<file path="config.mk">
export PLATFORM = sky130hd
export DESIGN_NAME = fp_multiplier_pipe
export DESIGN_NICKNAME = d
export VERILOG_FILES = /design/src/rtl/fp_pkg.sv /design/src/rtl/fp_mul_round.sv /design/src/rtl/fp_multiplier_pipe.sv
export SDC_FILE = /design/constraint.sdc
export NUM_CORES = 2
export LEC_CHECK = 0
export CORE_AREA = 10 10 231 233
export CTS_CLUSTER_SIZE = 40
export DETAILED_ROUTE_END_ITERATION = 7
export DIE_AREA = 0 0 241 243
export MAX_ROUTING_LAYER = met4
export PLACE_DENSITY = 0.73
export SLEW_MARGIN = 15
export SYNTH_ARGS = -nofsm -noshare
export SYNTH_HDL_FRONTEND = slang
export SYNTH_HIERARCHICAL = 1
export SYNTH_SLANG_ARGS = --single-unit
</file>
<file path="constraint.sdc">
create_clock -name clk -period 13.79 [get_ports clk]
set_clock_uncertainty 0.05 [all_clocks]
set_input_delay 3.4475 -clock clk [delete_from_list [all_inputs] [get_ports clk]]
set_output_delay 3.4475 -clock clk [all_outputs]
set_load 0.05 [all_outputs]
</file>
<file path="src/rtl/fp_pkg.sv">
// Shared definitions for the floating-point multiplier: rounding modes,
// special-operand classes, flag bit positions and format constant functions.
package fp_pkg;

    typedef enum logic {
        RM_RNE = 1'b0,
        RM_RTZ = 1'b1
    } rm_e;

    typedef enum logic [1:0] {
        SP_NONE = 2'd0,
        SP_ZERO = 2'd1,
        SP_INF  = 2'd2,
        SP_NAN  = 2'd3
    } special_e;

    localparam int FLAG_INVALID   = 3;
    localparam int FLAG_OVERFLOW  = 2;
    localparam int FLAG_UNDERFLOW = 1;
    localparam int FLAG_INEXACT   = 0;

    // Upper bound on exponent+fraction width for the magnitude helpers below.
    localparam int FP_MAX_W = 128;

    function automatic int fp_bias(input int exp_w);
        return (1 << (exp_w - 1)) - 1;
    endfunction

    function automatic int fp_exp_max(input int exp_w);
        return (1 << exp_w) - 1;
    endfunction

    function automatic logic [FP_MAX_W-1:0] fp_inf_mag(input int exp_w, input int man_w);
        logic [FP_MAX_W-1:0] v;
        v = '0;
        for (int i = 0; i < exp_w; i++) v[man_w+i] = 1'b1;
        return v;
    endfunction

    function automatic logic [FP_MAX_W-1:0] fp_max_mag(input int exp_w, input int man_w);
        logic [FP_MAX_W-1:0] v;
        v = fp_inf_mag(exp_w, man_w);
        v[man_w] = 1'b0;
        for (int i = 0; i < man_w; i++) v[i] = 1'b1;
        return v;
    endfunction

    function automatic logic [FP_MAX_W-1:0] fp_qnan(input int exp_w, input int man_w);
        logic [FP_MAX_W-1:0] v;
        v = fp_inf_mag(exp_w, man_w);
        v[man_w-1] = 1'b1;
        return v;
    endfunction

endpackage

</file>
<file path="src/rtl/fp_mul_round.sv">
// Final multiplier stage logic: normalize the raw significand product, round it,
// resolve special cases / overflow / underflow and pack the result word.
module fp_mul_round
    import fp_pkg::*;
#(
    parameter int EXP_W = 8,
    parameter int MAN_W = 23
) (
    input  logic [2*MAN_W+1:0]   prod,
    input  logic [EXP_W+1:0]     exp_in,
    input  logic                 sign,
    input  logic                 rm,
    input  logic [1:0]           kind,
    output logic [EXP_W+MAN_W:0] out,
    output logic [3:0]           flags
);

    localparam int PW = 2 * (MAN_W + 1);

    localparam logic [EXP_W+MAN_W-1:0] INF_MAG = (EXP_W+MAN_W)'(fp_inf_mag(EXP_W, MAN_W));
    localparam logic [EXP_W+MAN_W-1:0] MAX_MAG = (EXP_W+MAN_W)'(fp_max_mag(EXP_W, MAN_W));
    localparam logic [EXP_W+MAN_W:0]   QNAN    = (EXP_W+MAN_W+1)'(fp_qnan(EXP_W, MAN_W));
    localparam logic signed [EXP_W+1:0] EXP_ALL1 = (EXP_W+2)'(fp_exp_max(EXP_W));

    logic [PW-1:0]           norm;
    logic signed [EXP_W+1:0] exp_n;
    logic signed [EXP_W+1:0] exp_r;
    logic [MAN_W:0]          kept;
    logic                    guard;
    logic                    sticky;
    logic                    inc;
    logic [MAN_W+1:0]        rnd;
    logic                    carry;
    logic [MAN_W-1:0]        frac;
    logic                    ovf;
    logic                    unf;

    always_comb begin
        // NOTE: every output of this block gets a value on every path, so no latch is inferred.
        out   = '0;
        flags = '0;

        // Product of two [1,2) significands lies in [1,4); bring the leading one to the MSB.
        norm  = prod[PW-1] ? prod : {prod[PW-2:0], 1'b0};
        exp_n = $signed(exp_in) + $signed({{(EXP_W+1){1'b0}}, prod[PW-1]});

        kept   = norm[PW-1 -: MAN_W+1];
        guard  = norm[PW-MAN_W-2];
        sticky = |norm[PW-MAN_W-3:0];
        inc    = (rm == RM_RNE) && guard && (sticky || kept[0]);

        rnd   = {1'b0, kept} + {{(MAN_W+1){1'b0}}, inc};
        carry = rnd[MAN_W+1];
        frac  = carry ? rnd[MAN_W:1] : rnd[MAN_W-1:0];
        exp_r = exp_n + $signed({{(EXP_W+1){1'b0}}, carry});

        ovf = !exp_r[EXP_W+1] && (exp_r >= EXP_ALL1);
        unf = exp_r[EXP_W+1] || (exp_r == '0);

        case (special_e'(kind))
            SP_NAN: begin
                out                 = QNAN;
                flags[FLAG_INVALID] = 1'b1;
            end
            SP_INF:  out = {sign, INF_MAG};
            SP_ZERO: out = {sign, {(EXP_W+MAN_W){1'b0}}};
            default: begin
                flags[FLAG_INEXACT] = guard | sticky;
                if (ovf) begin
                    out                  = {sign, (rm == RM_RTZ) ? MAX_MAG : INF_MAG};
                    flags[FLAG_OVERFLOW] = 1'b1;
                    flags[FLAG_INEXACT]  = 1'b1;
                end else if (unf) begin
                    out                   = {sign, {(EXP_W+MAN_W){1'b0}}};
                    flags[FLAG_UNDERFLOW] = 1'b1;
                    flags[FLAG_INEXACT]   = 1'b1;
                end else begin
                    out = {sign, exp_r[EXP_W-1:0], frac};
                end
            end
        endcase
    end

endmodule

</file>
<file path="src/rtl/fp_multiplier_pipe.sv">
// Three-stage pipelined floating-point multiplier with a single global stall
// driven by output backpressure; subnormals are flushed to signed zero.
module fp_multiplier_pipe
    import fp_pkg::*;
#(
    parameter int EXP_W = 8,
    parameter int MAN_W = 23
) (
    input  logic                 clk,
    input  logic                 rst_n,
    input  logic                 in_valid,
    output logic                 in_ready,
    input  logic [EXP_W+MAN_W:0] a,
    input  logic [EXP_W+MAN_W:0] b,
    input  logic                 rm,
    output logic                 out_valid,
    input  logic                 out_ready,
    output logic [EXP_W+MAN_W:0] out,
    output logic [3:0]           flags
);

    localparam int W  = 1 + EXP_W + MAN_W;
    localparam int PW = 2 * (MAN_W + 1);
    localparam logic [EXP_W+1:0] BIAS     = (EXP_W+2)'(fp_bias(EXP_W));
    localparam logic [EXP_W-1:0] EXP_ONES = '1;

    logic advance;

    logic [EXP_W-1:0] ea;
    logic [EXP_W-1:0] eb;
    logic [MAN_W-1:0] fa;
    logic [MAN_W-1:0] fb;
    logic             a_zero, a_inf, a_nan;
    logic             b_zero, b_inf, b_nan;
    special_e         kind_c;

    logic             s1_valid;
    logic             s1_sign;
    logic [EXP_W+1:0] s1_exp;
    logic [MAN_W:0]   s1_ma;
    logic [MAN_W:0]   s1_mb;
    special_e         s1_kind;
    logic             s1_rm;

    logic             s2_valid;
    logic             s2_sign;
    logic [EXP_W+1:0] s2_exp;
    logic [PW-1:0]    s2_prod;
    special_e         s2_kind;
    logic             s2_rm;

    logic [W-1:0]     rnd_out;
    logic [3:0]       rnd_flags;

    assign advance  = !out_valid || out_ready;
    assign in_ready = advance;

    assign ea = a[W-2:MAN_W];
    assign eb = b[W-2:MAN_W];
    assign fa = a[MAN_W-1:0];
    assign fb = b[MAN_W-1:0];

    // A zero exponent field covers both true zero and flushed subnormals.
    assign a_zero = (ea == '0);
    assign b_zero = (eb == '0);
    assign a_inf  = (ea == EXP_ONES) && (fa == '0);
    assign b_inf  = (eb == EXP_ONES) && (fb == '0);
    assign a_nan  = (ea == EXP_ONES) && (fa != '0);
    assign b_nan  = (eb == EXP_ONES) && (fb != '0);

    always_comb begin
        kind_c = SP_NONE;
        if (a_nan || b_nan || (a_inf && b_zero) || (a_zero && b_inf))
            kind_c = SP_NAN;
        else if (a_inf || b_inf)
            kind_c = SP_INF;
        else if (a_zero || b_zero)
            kind_c = SP_ZERO;
    end

    always_ff @(posedge clk or negedge rst_n) begin
        if (!rst_n) begin
            s1_valid  <= 1'b0;
            s2_valid  <= 1'b0;
            out_valid <= 1'b0;
            out       <= '0;
            flags     <= '0;
        end else if (advance) begin
            s1_valid  <= in_valid;
            s2_valid  <= s1_valid;
            out_valid <= s2_valid;
            if (s2_valid) begin
                out   <= rnd_out;
                flags <= rnd_flags;
            end
        end
    end

    // NOTE: stage data registers carry no reset; they are qualified by the valid bits above.
    always_ff @(posedge clk) begin
        if (advance && in_valid) begin
            s1_sign <= a[W-1] ^ b[W-1];
            s1_exp  <= {2'b00, ea} + {2'b00, eb} - BIAS;
            s1_ma   <= {1'b1, fa};
            s1_mb   <= {1'b1, fb};
            s1_kind <= kind_c;
            s1_rm   <= rm;
        end
        if (advance && s1_valid) begin
            s2_prod <= {{(MAN_W+1){1'b0}}, s1_ma} * {{(MAN_W+1){1'b0}}, s1_mb};
            s2_sign <= s1_sign;
            s2_exp  <= s1_exp;
            s2_kind <= s1_kind;
            s2_rm   <= s1_rm;
        end
    end

    fp_mul_round #(
        .EXP_W(EXP_W),
        .MAN_W(MAN_W)
    ) u_round (
        .prod   (s2_prod),
        .exp_in (s2_exp),
        .sign   (s2_sign),
        .rm     (s2_rm),
        .kind   (s2_kind),
        .out    (rnd_out),
        .flags  (rnd_flags)
    );

endmodule

</file>
## Word level (Yosys, flattened, before mapping)

Cells that the tools add are included.

| cells by class | value |
|---|---|
| mux-type cells | 14 |
| add/subtract/negate cells | 5 |
| bitwise operators | 3 |
| equal/unequal tests | 5 |
| reductions and logical operators | 32 |
| multiply operators | 1 |
| $lt $le $gt $ge | 1 |

Operator list:

| cell | number |
|---|---|
| 32-bit one-hot mux with 3 select lines | 1 |
| 31-bit two-way mux | 2 |
| 24-bit by 24-bit multiplier with 48-bit output | 1 |
| 48-bit two-way mux | 1 |
| 23-bit logical NOT | 2 |
| 23-bit nonzero test | 2 |
| 24-bit by 1-bit adder with 25-bit output | 1 |
| 24-bit two-way mux | 1 |
| 23-bit two-way mux | 1 |
| 23-bit OR reduction | 1 |
| 10-bit by 2-bit adder with 10-bit output | 2 |
| 8-bit equality test (second input constant) | 2 |
| 8-bit logical NOT | 2 |
| 1-bit logical AND | 11 |
| 10-bit by 9-bit greater-or-equal comparator with 1-bit output (second input constant) | 1 |
| 10-bit logical NOT | 1 |
| 9-bit by 7-bit subtractor with 10-bit output (second input constant) | 1 |
| 8-bit by 8-bit adder with 9-bit output | 1 |
| 1-bit logical OR | 8 |
| 1-bit two-way mux | 6 |
| 2-bit equality test (second input constant) | 2 |
| 3-bit two-way mux | 1 |
| 3-bit OR reduction | 1 |
| 2-bit by 1-bit equality test with 1-bit output (second input constant) | 1 |
| 7 further kinds | 8 |

| word-level totals | value |
|---|---|
| register bits after elaboration | 161 |
| output and inout port bits | 38 |
| logic and storage cells | 78 |
| bits of input ports | 69 |

## Logic depth before layout (Yosys ltp)

| logic depth | value |
|---|---|
| depth in word-level cells | 11 |
| gate-level depth with buffers | 26 |

## Modules after synthesis

The synthesis kept the hierarchy.

Modules (own cells, without submodules):

| module | sequential area each (µm²) | area an instance (µm²) | cells an instance | times used |
|---|---|---|---|---|
| fp_multiplier_pipe | 4639.4 | 24512.3 | 2443 | 1 |
| fp_mul_round | 0.0 | 2077.0 | 314 | 1 |

## Least setup slack after synthesis

Ideal clock, no wire load.

| path | value |
|---|---|
| path kind | input to output |
| start point | in out_ready |
| end point | out in_ready |
| path buffers | 1 |
| stages | 2 |
| arrival | 4.099 ns |
| data required time | 10.292 ns |
| slack | 6.193 ns |
| cell sequence | nand2b_1 clkbuf_1 |

| on the way | value |
|---|---|
| longest elaborated chain between the ends | 1 |

Ends and longest elaborated chain:

| what | line | source |
|---|---|---|
| from (decl) | fp_multiplier_pipe.sv:17 | `input logic out_ready,` |
| 1-bit logical OR | fp_multiplier_pipe.sv:55 | `assign advance = !out_valid \|\| out_ready;` |
| to (decl) | fp_multiplier_pipe.sv:12 | `output logic in_ready,` |

No other way between the ends.

## Worst setup path in the final report

Ends and elaborated chain as after synthesis.

==> summary.txt <==
cell with the most instances after synthesis - inv_1
CTS Buffer Depth - 2
Die Ht - 243 um
clock root buffer - clkbuf_16
initial antenna violation count - 1
global route overflow - 0
post-synthesis mux area share - 2.48%
normalized max-slew margin - 22.4%
CP Class - in2out
IO Count - 107
critical path's most frequent cell - clkdlybuf4s50_1
worst hold endpoint - s2_rm$_DFFE_PP_
RePlAce Congestion - 0.966
Synth Area in Simple Gates - 16.0%
total inserted antenna cells - 0
setup TNS - 0 ps
vias in the first global route - 21.0k
post-synthesis compound-gate area fraction - 5.63%
largest family of logic cells by synthesized area - adder cells
RSZ-0062 raised after global routing - false
GRT Total Usage - 25.6%
status - complete, no violations
slowest stage delay, CP - 850 ps
Via density - 5.65
WHS Path Cells - 0
crit-path max FO - 7
DP HPWL - 53.3 mm
Syn Inst Count - 2757
layout cells sized above 1 - 5.49%
Post-CTS Repair Setup Buffers - 0
CORE AREA - 0.0486 mm2
min-delay src - s1_rm$_DFFE_PP_
Final Max Tran Viols - 0
post-synth top area share - 36.4%
per-cell routed wire length - 20.5 um
slowest CP cell - clkdlybuf4s50_1
ys async rst share - 24.2%
WP data required - 10290 ps
Yosys reg bits - 161
Synth area leaders - fa_1 36%, edfxtp_1 14%, ha_1 8.9%, inv_1 8.3%, and2_1 5.9%
Starting Density - 54.7%
Final Hold Fails - 0
Port Buffers - 106
routed vias - 19.4k
CTS tree - yes
syn avg cell area - 9.64 um2
Final #Nets - 3536
Worst Max-Slew Pin Slew - 1160 ps
clock latency on the worst-skew pair - 500 ps
Synth Area in Adders - 45.4%
warnings from Yosys - 6
EDFF count, synth - 122
first-pass detailed-route iteration total - 5
H-Tree Level Count - 4
FP Rows - 81
cell taking the most area after synthesis - fa_1
Post-CTS Hold Buffers - 0
synth cell count leaders - 585 x inv_1, 484 x fa_1, 330 x nand2_1
class of the worst hold path - reg2reg
CP cell instances - clkdlybuf4s50_1 -> nand2b_1 -> clkdlybuf4s50_1
DRT Wirelength - 70.3 mm
worst reg2reg path depth - 25
Data arrival, critical path - 4970 ps
fmax - 118 MHz
final setup vio count - 0
CTS buffer count - 17
CP Launch Type - input pin
Clock Sink Count - 161
DRC viols - 0
fin crit period - 8470 ps
post-synthesis sequential area ratio - 17.4%
area delta synth->final - 8.22%
Die Wd - 241 um
Main synth FF type - edfxtp_1
CTS resizes - 0
largest net degree at the start of global routing - 63
worst r2r dst - s2_prod[43]$_DFFE_PP_
max-cap violation count - 0
drt initial violations - 1796
r2r setup slk - 5820 ps
final critical-path share of the clock period - 61.4%
Detail Route Antenna Nets - 0
mapped cell area - 0.0266 mm2
post-synthesis cell type count - 88
die area - 0.0586 mm2
Net Count, Synth - 3500
R2R Path Start - s1_mb[8]$_DFFE_PP_
first-pass GRT wire length - 113 mm
Clk pin slew, worst setup/hold paths - 70 ps
XOR/XNOR share of the synthesized area - 2.77%
Worst setup EP type - output pin
[registers in the layout, summed over array words and instances, names as in the netlist, 2 cells and up]
name	cells
s2_exp	10
s1_exp	10
s1_ma	23
s2_kind	2
flags	4
s1_mb	23
s1_kind	2
s2_prod	48
out	32
[placed cells by master, fill, tap and decap left out, types with 26 or more instances in the layout]
master,synthesis,routed
mux2_2,46,46
nand4_1,26,26
xnor2_1,46,46
a21oi_1,82,82
ha_1,190,190
fa_1,484,484
nand2_1,330,330
clkdlybuf4s50_1,0,105
dfrtp_1,39,39
edfxtp_1,122,122
nor2_1,83,83
inv_1,585,585
and2_1,252,250
buf_4,3,41
o21ai_0,28,28
nand3_1,29,29
xor2_1,38,38
[critical path, delay by kind of cell]
family / cells / cell delay, ps
simple gates: 1 / 230
buf+inv: 2 / 1290
[cells by family (layout without fill, tap and decap cells)]
group / after synthesis / in the layout
multiplexers: 60 / 60
AND/OR/NAND/NOR: 833 / 833
adder cells (fa/ha/maj): 674 / 674
XOR/XNOR: 84 / 84
AO/OA/AOI/OAI: 227 / 227
buffers and inverters: 718 / 767
flip-flops: 161 / 161
[how the worst max path moves through the flow]
stage,from,endpoint,slack (ps)
after floorplan,out_ready,in_ready,6190
after global placement,out_ready,in_ready,5330
after detailed placement,out_ready,in_ready,5300
after CTS,out_ready,in_ready,5310
after global routing,out_ready,in_ready,5230
final,out_ready,in_ready,5320
[routing by layer]
metal | vias to the layer above | GRT usage, % | wire (um)
met2 | 819 | 40.1 | 33200
met5 | - | - | 0
li1 | 8581 | - | -
met4 | 0 | 10.3 | 2890
met3 | 168 | 5.60 | 5970
met1 | 9814 | 31.9 | 28200
[cell type report]
cell class | instances | area, um2
Timing Repair Buffer | 147 | 1360
Inverter | 588 | 2210
Clock inverter | 14 | 146
Fill cell | 4125 | 19900
Tap cell | 622 | 778
Clock buffer | 18 | 429
Multi-Input combinational cell | 1878 | 19200
Sequential cell | 161 | 4640
[metrics by stage]
step	hold slack, ps	cells	utilization (%)	setup WS [ps]	instance area [um2]
after floorplan	350	2757	-	6190	26600
after global placement	353	3396	58.0	5330	28200
after detailed placement	355	3396	58.0	5300	28200
after CTS	369	3428	59.2	5310	28800
after global routing	374	3428	59.2	5230	28800
final	366	3428	59.2	5320	28800
Power is left out: the tool's default activity adds up to more than one toggle a clock period on the data nets, which glitch-free logic cannot reach.
